`src/rtl/oam_dma_pkg.sv`:
```
// rtl/oam_dma_pkg.sv - shared types and constants for the OAM DMA bus arbiter (DMC state under OAM_DMA_DMC_ARB_EN)
package oam_dma_pkg;

    typedef enum logic [2:0] {
        IDLE,
        HALT,
        ALIGN,
        GET,
        PUT
`ifdef OAM_DMA_DMC_ARB_EN
        ,DMC_GET
`endif
    } state_t;

    localparam logic [15:0] OAM_DMA_REG_DEFAULT  = 16'h4014;
    localparam logic [15:0] OAM_DATA_REG_DEFAULT = 16'h2004;
    localparam int unsigned XFER_LEN             = 256;
    localparam logic [7:0]  LAST_CNT             = 8'(XFER_LEN - 1);

endpackage

```
`src/rtl/oam_dma_addr_gen.sv`:
```
// rtl/oam_dma_addr_gen.sv - OAM DMA source page/count register and get-address generator
module oam_dma_addr_gen
    import oam_dma_pkg::*;
(
    input  logic        clk,
    input  logic        rst_n,
    input  logic        load,
    input  logic [7:0]  load_page,
    input  logic        inc,
    output logic [15:0] get_addr,
    output logic        last
);

    logic [7:0] page;
    logic [7:0] cnt;

    always_ff @(posedge clk or negedge rst_n) begin
        if (!rst_n) begin
            page <= 8'h00;
            cnt  <= 8'h00;
        end else if (load) begin
            page <= load_page;
            cnt  <= 8'h00;
        end else if (inc) begin
            cnt  <= cnt + 8'd1;
        end
    end

    assign get_addr = {page, cnt};
    assign last     = (cnt == LAST_CNT);

endmodule

```
`src/rtl/oam_dma_bus_arbiter.sv`:
```
// rtl/oam_dma_bus_arbiter.sv - 2A03 external bus sequencer sharing the bus between CPU, OAM DMA and DMC
// DMC sample-fetch port is present only when OAM_DMA_DMC_ARB_EN is defined.
module oam_dma_bus_arbiter
    import oam_dma_pkg::*;
#(
    parameter logic [15:0] OAM_DMA_REG  = OAM_DMA_REG_DEFAULT,
    parameter logic [15:0] OAM_DATA_REG = OAM_DATA_REG_DEFAULT
) (
    input  logic        CLK,
    input  logic        n_RES,
    input  logic [15:0] CPU_A,
    input  logic        CPU_RnW,
    input  logic [7:0]  CPU_DOUT,
    input  logic [7:0]  DIN,
    input  logic        DMC_REQ,
    input  logic [15:0] DMC_ADDR,
    output logic [15:0] A,
    output logic        RnW,
    output logic [7:0]  DOUT,
    output logic        RDY,
    output logic        DMC_ACK,
    output logic        BUSY
);

    state_t      state, state_next, slot_state;
    logic        parity;
    logic        oam_pend, oam_after;
    logic        dma_wr, load, inc, last;
    logic [7:0]  data_buf;
    logic [15:0] get_addr;
    logic        rdy_q, busy_q;

    oam_dma_addr_gen u_addr_gen (
        .clk       (CLK),
        .rst_n     (n_RES),
        .load      (load),
        .load_page (CPU_DOUT),
        .inc       (inc),
        .get_addr  (get_addr),
        .last      (last)
    );

`ifdef OAM_DMA_DMC_ARB_EN
    logic dmc_pend;
    logic ack_q;
    assign dmc_pend = DMC_REQ;
`else
    wire unused_dmc = &{1'b0, DMC_REQ, DMC_ADDR};
`endif

    // slot_state picks the owner of the next parity-0 get slot; DMC beats OAM
    always_comb begin
        dma_wr    = !CPU_RnW && (CPU_A == OAM_DMA_REG);
        oam_after = oam_pend && !(state == PUT && last);
`ifdef OAM_DMA_DMC_ARB_EN
        if (dmc_pend)
            slot_state = DMC_GET;
        else
`endif
        if (oam_after)
            slot_state = GET;
        else
            slot_state = IDLE;
    end

    always_comb begin
        state_next = state;
        load       = 1'b0;
        inc        = 1'b0;
        case (state)
            IDLE: begin
                if (dma_wr) begin
                    state_next = HALT;
                    load       = 1'b1;
                end
`ifdef OAM_DMA_DMC_ARB_EN
                else if (dmc_pend) begin
                    state_next = HALT;
                end
`endif
            end
            // the core only honours RDY on reads, so writes keep us here
            HALT: begin
                if (CPU_RnW)
                    state_next = parity ? slot_state : ALIGN;
            end
            ALIGN: state_next = slot_state;
            GET:   state_next = PUT;
            PUT: begin
                inc        = 1'b1;
                state_next = slot_state;
            end
`ifdef OAM_DMA_DMC_ARB_EN
            DMC_GET: state_next = oam_pend ? ALIGN : IDLE;
`endif
            default: state_next = IDLE;
        endcase
    end

    always_ff @(posedge CLK or negedge n_RES) begin
        if (!n_RES) begin
            state    <= IDLE;
            parity   <= 1'b0;
            oam_pend <= 1'b0;
            data_buf <= 8'h00;
            rdy_q    <= 1'b1;
            busy_q   <= 1'b0;
        end else begin
            state  <= state_next;
            parity <= ~parity;
            if (load)
                oam_pend <= 1'b1;
            else if (state == PUT && last)
                oam_pend <= 1'b0;
            if (state == GET)
                data_buf <= DIN;
            rdy_q  <= (state_next == IDLE);
            busy_q <= (state_next != IDLE);
        end
    end

`ifdef OAM_DMA_DMC_ARB_EN
    always_ff @(posedge CLK or negedge n_RES) begin
        if (!n_RES)
            ack_q <= 1'b0;
        else
            ack_q <= (state_next == DMC_GET);
    end
    assign DMC_ACK = ack_q;
`else
    assign DMC_ACK = 1'b0;
`endif

    always_comb begin
        A    = CPU_A;
        RnW  = CPU_RnW;
        DOUT = CPU_DOUT;
        case (state)
            GET: begin
                A   = get_addr;
                RnW = 1'b1;
            end
            PUT: begin
                A    = OAM_DATA_REG;
                RnW  = 1'b0;
                DOUT = data_buf;
            end
`ifdef OAM_DMA_DMC_ARB_EN
            DMC_GET: begin
                A   = DMC_ADDR;
                RnW = 1'b1;
            end
`endif
            default: ;
        endcase
    end

    assign RDY  = rdy_q;
    assign BUSY = busy_q;

endmodule
```
`config.mk`:
```
export PLATFORM = sky130hd
export DESIGN_NAME = oam_dma_bus_arbiter
export DESIGN_NICKNAME = d
export VERILOG_FILES = /design/src/rtl/oam_dma_pkg.sv /design/src/rtl/oam_dma_addr_gen.sv /design/src/rtl/oam_dma_bus_arbiter.sv
export SDC_FILE = /design/constraint.sdc
export NUM_CORES = 1
export LEC_CHECK = 0
export BUFFER_PORTS_ARGS = -buffer_cell sky130_fd_sc_hd__buf_2
export CELL_PAD_IN_SITES_DETAIL_PLACEMENT = 2
export CELL_PAD_IN_SITES_GLOBAL_PLACEMENT = 2
export CORE_UTILIZATION = 27
export CTS_BUF_LIST = sky130_fd_sc_hd__clkbuf_4 sky130_fd_sc_hd__clkbuf_8
export DETAILED_ROUTE_END_ITERATION = 6
export HOLD_SLACK_MARGIN = 0.15
export MAX_ROUTING_LAYER = met4
export PLACE_DENSITY_LB_ADDON = 0.1
export SYNTH_ARGS = -nofsm -noshare
export SYNTH_HDL_FRONTEND = slang
export SYNTH_HIERARCHICAL = 1
export SYNTH_SLANG_ARGS = --single-unit
```
`constraint.sdc`:
```
create_clock -name CLK -period 2.2 [get_ports CLK]
set_clock_uncertainty 0.15 [all_clocks]
set_input_delay 0.44 -clock CLK [delete_from_list [all_inputs] [get_ports CLK]]
set_output_delay 0.44 -clock CLK [all_outputs]
set_load 0.02 [all_outputs]
```
==> results.txt <==
- The synthesized netlist devotes 13.7% of its cell area to compound gates.
- The count of nets left with antenna violations once routing finished came out at 0.
* Detail-routed net length per standard cell: 16.5 µm
- Counting both buffers and inverters, the worst setup path holds a total of 3.
- In this design, the largest share of critical-path delay is due to simple AND/OR/NAND/NOR gates.
- The finished layout holds 320 standard cells, fillers aside.
- In this run the critical register-to-register path is launched from u_addr_gen/cnt[1].
- Setup violations remaining at the end of the flow were counted as 24.
* Violations in the final reports: negative setup slack
- End of the worst hold path: data_buf[5]
* TritonCTS clock tree: yes
* Simple logic cell fraction of the synthesized area: 19.0%
- In this run the standard cell core region covers 5960 µm².
* Post-synthesis sequential area ratio: 46.4%
* Initial core utilization: 28.1%
- The via count of the first global-routing pass came to 1749.
* Number of cells on the worst reg-to-reg path: 7
- For this design, the slowest cell found on the critical path is sky130_fd_sc_hd__dfrtp_2.
* DP Worst Slack: -0.0222 ns
- Count of different cell masters after synthesis: 39
* Hold_sp: DIN[5]
- The final-report max-slew violation count was 0.
* Worst max-slew margin expressed relative to the limit: 51.0%
* Syn nets: 218
- Setup slack on the worst reg-to-reg path comes out at 0.10 ns.
* Flip-flop cell with the highest count after synthesis: sky130_fd_sc_hd__dfrtp_1
- Yosys warning total: 6
- Clk Tree Root Cell: sky130_fd_sc_hd__clkbuf_8
- Buffers placed on the I/O ports in this run total 61.
* First drt pass iteration count: 2
- H-Tree Level Count: 2
- In the synthesized netlist, the number of instances is 165.
* CP Class: register to primary output
* Post-synthesis average cell area: 10.2 µm²
* Run status: finished with violations
- The HPWL after detailed placement is 3910 µm.
* Number of antenna violations at the first check in global routing: 0
- Entering global routing, the biggest net connects 32 pins.
- Number of clock sinks seen by CTS: 31
- Least setup slack across all paths after layout: -0.0973 ns
- Number of inserted filler cells in the final layout: 680
* Height of the die: 80.8 µm
* Number of placed I/O pins: 80
* Seq cells post-synth: 31
- The die covers 6520 µm².
- Post-synth EDFFs: 0
- Across all layers, the routed design uses 1584 vias.
* Most common cell after layout, fill and taps aside: sky130_fd_sc_hd__buf_2
- 1st-iter DRT viols: 15
* Register clock-pin slew on the reported worst setup and hold paths: 0.07 ns
- Final Cycle Share: 104%
- Worst path cell trace: or3b_4, clkinv_4, nor2_4, buf_6, a22o_1, buf_6
- Worst Hold Class: input port to register
- Delay of the slowest cell on the worst path: 0.43 ns
* DRC violation count after routing: 0
- At the pin with the least slew margin, the transition time is 0.735 ns.
* Skew-Pair Late Insertion Delay: 0.28 ns
- For this run, the post-layout net count is 297.
- At the end of routability-driven placement, the weighted congestion stood at 0.714.
- The completed layout was analyzed and its total power is 0.00118 W.
- The first global-routing pass estimated 8760 µm of wire.
* Aggregate routed wire length: 5280 µm
- For this design the ratio of total power to cell area is 503 nW/µm².
* Count of antenna diodes in the layout: 0
- Along the worst hold path, the cell count comes to 2.
- Post-Place Cells: 305
* Adder and majority gate portion of the synthesized area: 0.747%
- Total routing resource utilization after global routing: 18.6%
* Post-DR vias/cell: 4.95
* Capture instance of the worst register-to-register path: BUSY
* Most repeated library cell on the critical path: sky130_fd_sc_hd__buf_6
- RSZ-0062 raised after global routing: true
- Counting along the longest clock path gives a buffer depth of 2.
* Worst-path fanout max: 6
- Combinational family with the most area after synthesis: simple AND/OR/NAND/NOR gates
* Maximum resistive drop on vdd: 0.167 mV
- Number of buffers created by CTS: 5
- The final hold violation count came to 0.
* CP Capture Type: primary output
- Leaving out fill and tap cells, the most frequent cells in the layout are sky130_fd_sc_hd__buf_2, sky130_fd_sc_hd__nand2_1, sky130_fd_sc_hd__dfrtp_1, sky130_fd_sc_hd__buf_6, sky130_fd_sc_hd__buf_4.
- For this run the aggregate overflow at the end of global routing stands at 0.
- Leakage: 1.21 nW
- Counting flops with an async set or reset pin after synthesis yields a share of 100%.
* Area of the mapped netlist: 1680 µm²
* WP data arrival: 1.71 ns
* Share of synthesized area spent on multiplexers: 12.5%
* Synthesis-to-layout area growth: 39.9%
* Maximum capacitance violations: 0
- Xor/xnor cell area share of the yosys netlist: 2.09%
* WP data required: 1.61 ns
* Share of post-route cells with drive strength above 1: 45.3%
* Achievable clock frequency: 0.435 GHz
- The worst setup path is launched from a register.
- Measured along the x axis, the die boundary spans 80.8 µm.
- Row count: 28
* Post-route minimum period: 2.30 ns
==> area by class of cell <==
class	instances	area [µm²]	share of cell area, %
sequential	31	779	33.3
inverter	5	23.8	1.01
tap	75	93.8	4.00
timing repair buffer	81	548	23.4
multi-input combinational	120	815	34.8
clock inverter	3	15.0	0.641
clock buffer	5	68.8	2.94
==> sequential cells by signal (all words and copies together), names as in the netlist <==
register	flops
data_buf	8
BUSY	1
RDY	1
parity	1
oam_pend	1
u_addr_gen/page	8
state	3
u_addr_gen/cnt	8
==> repair_timing <==
action,in CTS,in global routing
pin swaps,6,7
hold endpoints to repair,30,0
gates resized for setup,32,1
hold buffers,1,0
setup buffers,6,0
setup endpoints to repair,25,26
==> per-layer routing <==
metal | part of all wire [%] | vias to the layer above | global-route usage, % | routed length (µm)
li1 | - | 739 | - | -
met1 | 44 | 798 | 21.8 | 2320
met2 | 52 | 41 | 32.4 | 2720
met3 | 3.7 | 6 | 3.26 | 194
met4 | 0.87 | 0 | 5.89 | 46
met5 | 0 | - | - | 0
==> how the worst max path moves through the flow <==
stage / startpoint / end / slack, ns / depth (start not counted)
2_1_floorplan: state[0] / A[0] / 0.26 / 5
3_3_place_gp: CPU_RnW / u_addr_gen/page[7] / 0.03 / 6
3_5_place_dp: CPU_RnW / u_addr_gen/page[4] / -0.02 / 6
4_1_cts: state[1] / A[10] / -0.12 / 6
5_1_grt: state[1] / A[10] / -0.14 / 6
6_report: state[1] / A[10] / -0.1 / 6
==> worst register-to-register path, cell delays in order, from the launching register on <==
cell                       delay [ns]
sky130_fd_sc_hd__dfrtp_1         0.43
sky130_fd_sc_hd__ha_1            0.24
sky130_fd_sc_hd__nand3_1         0.09
sky130_fd_sc_hd__nor2_1          0.16
sky130_fd_sc_hd__nor3b_1         0.09
sky130_fd_sc_hd__o21ai_0         0.27
sky130_fd_sc_hd__o221ai_1        0.27
sky130_fd_sc_hd__a211o_1         0.29
==> metrics by stage <==
stage          cell area [µm²]  TNS (ns)  util [%]  hold WS (ns)
2_1_floorplan             1680         0         -      -0.00559
3_3_place_gp              2110         0      35.4         0.308
3_5_place_dp              2110    -0.101      35.4         0.320
4_1_cts                   2340     -2.02      39.3         0.217
5_1_grt                   2340     -2.96      39.3         0.224
6_report                  2340     -1.43      39.3         0.221
==> cells in the mapped netlist (all sizes together), types with 3 or more instances <==
library cell / n / area (µm²)
dfrtp: 30 / 751
inv: 4 / 15.0
mux2: 16 / 180
nor2b: 3 / 18.8
a21oi: 4 / 20.0
or3: 3 / 18.8
nand3: 5 / 25.0
buf: 8 / 61.3
nand2: 29 / 109
mux2i: 3 / 30.0
o21ai: 8 / 40.0
nor2: 10 / 45.0
xor2: 3 / 26.3
a22o: 14 / 123
nand4: 4 / 31.3
==> power breakdown <==
group          internal, W  leakage, nW  total (W)  switching (W)
Clock             0.000216       0.0477   0.000442       0.000226
Combinational    0.0000731        0.764   0.000157      0.0000837
Sequential        0.000577        0.403   0.000581     0.00000388
Total             0.000867         1.21    0.00118       0.000313
==> kinds of logic after synthesis <==
logic type      Yosys count
mux                      19
compound gates           32
xor+xnor                  4
fa+ha+maj                 1
simple gates             63
flops                    31
buf+inv                  14
other cells               1
No activity file was read; power rests on OpenSTA's default activity.
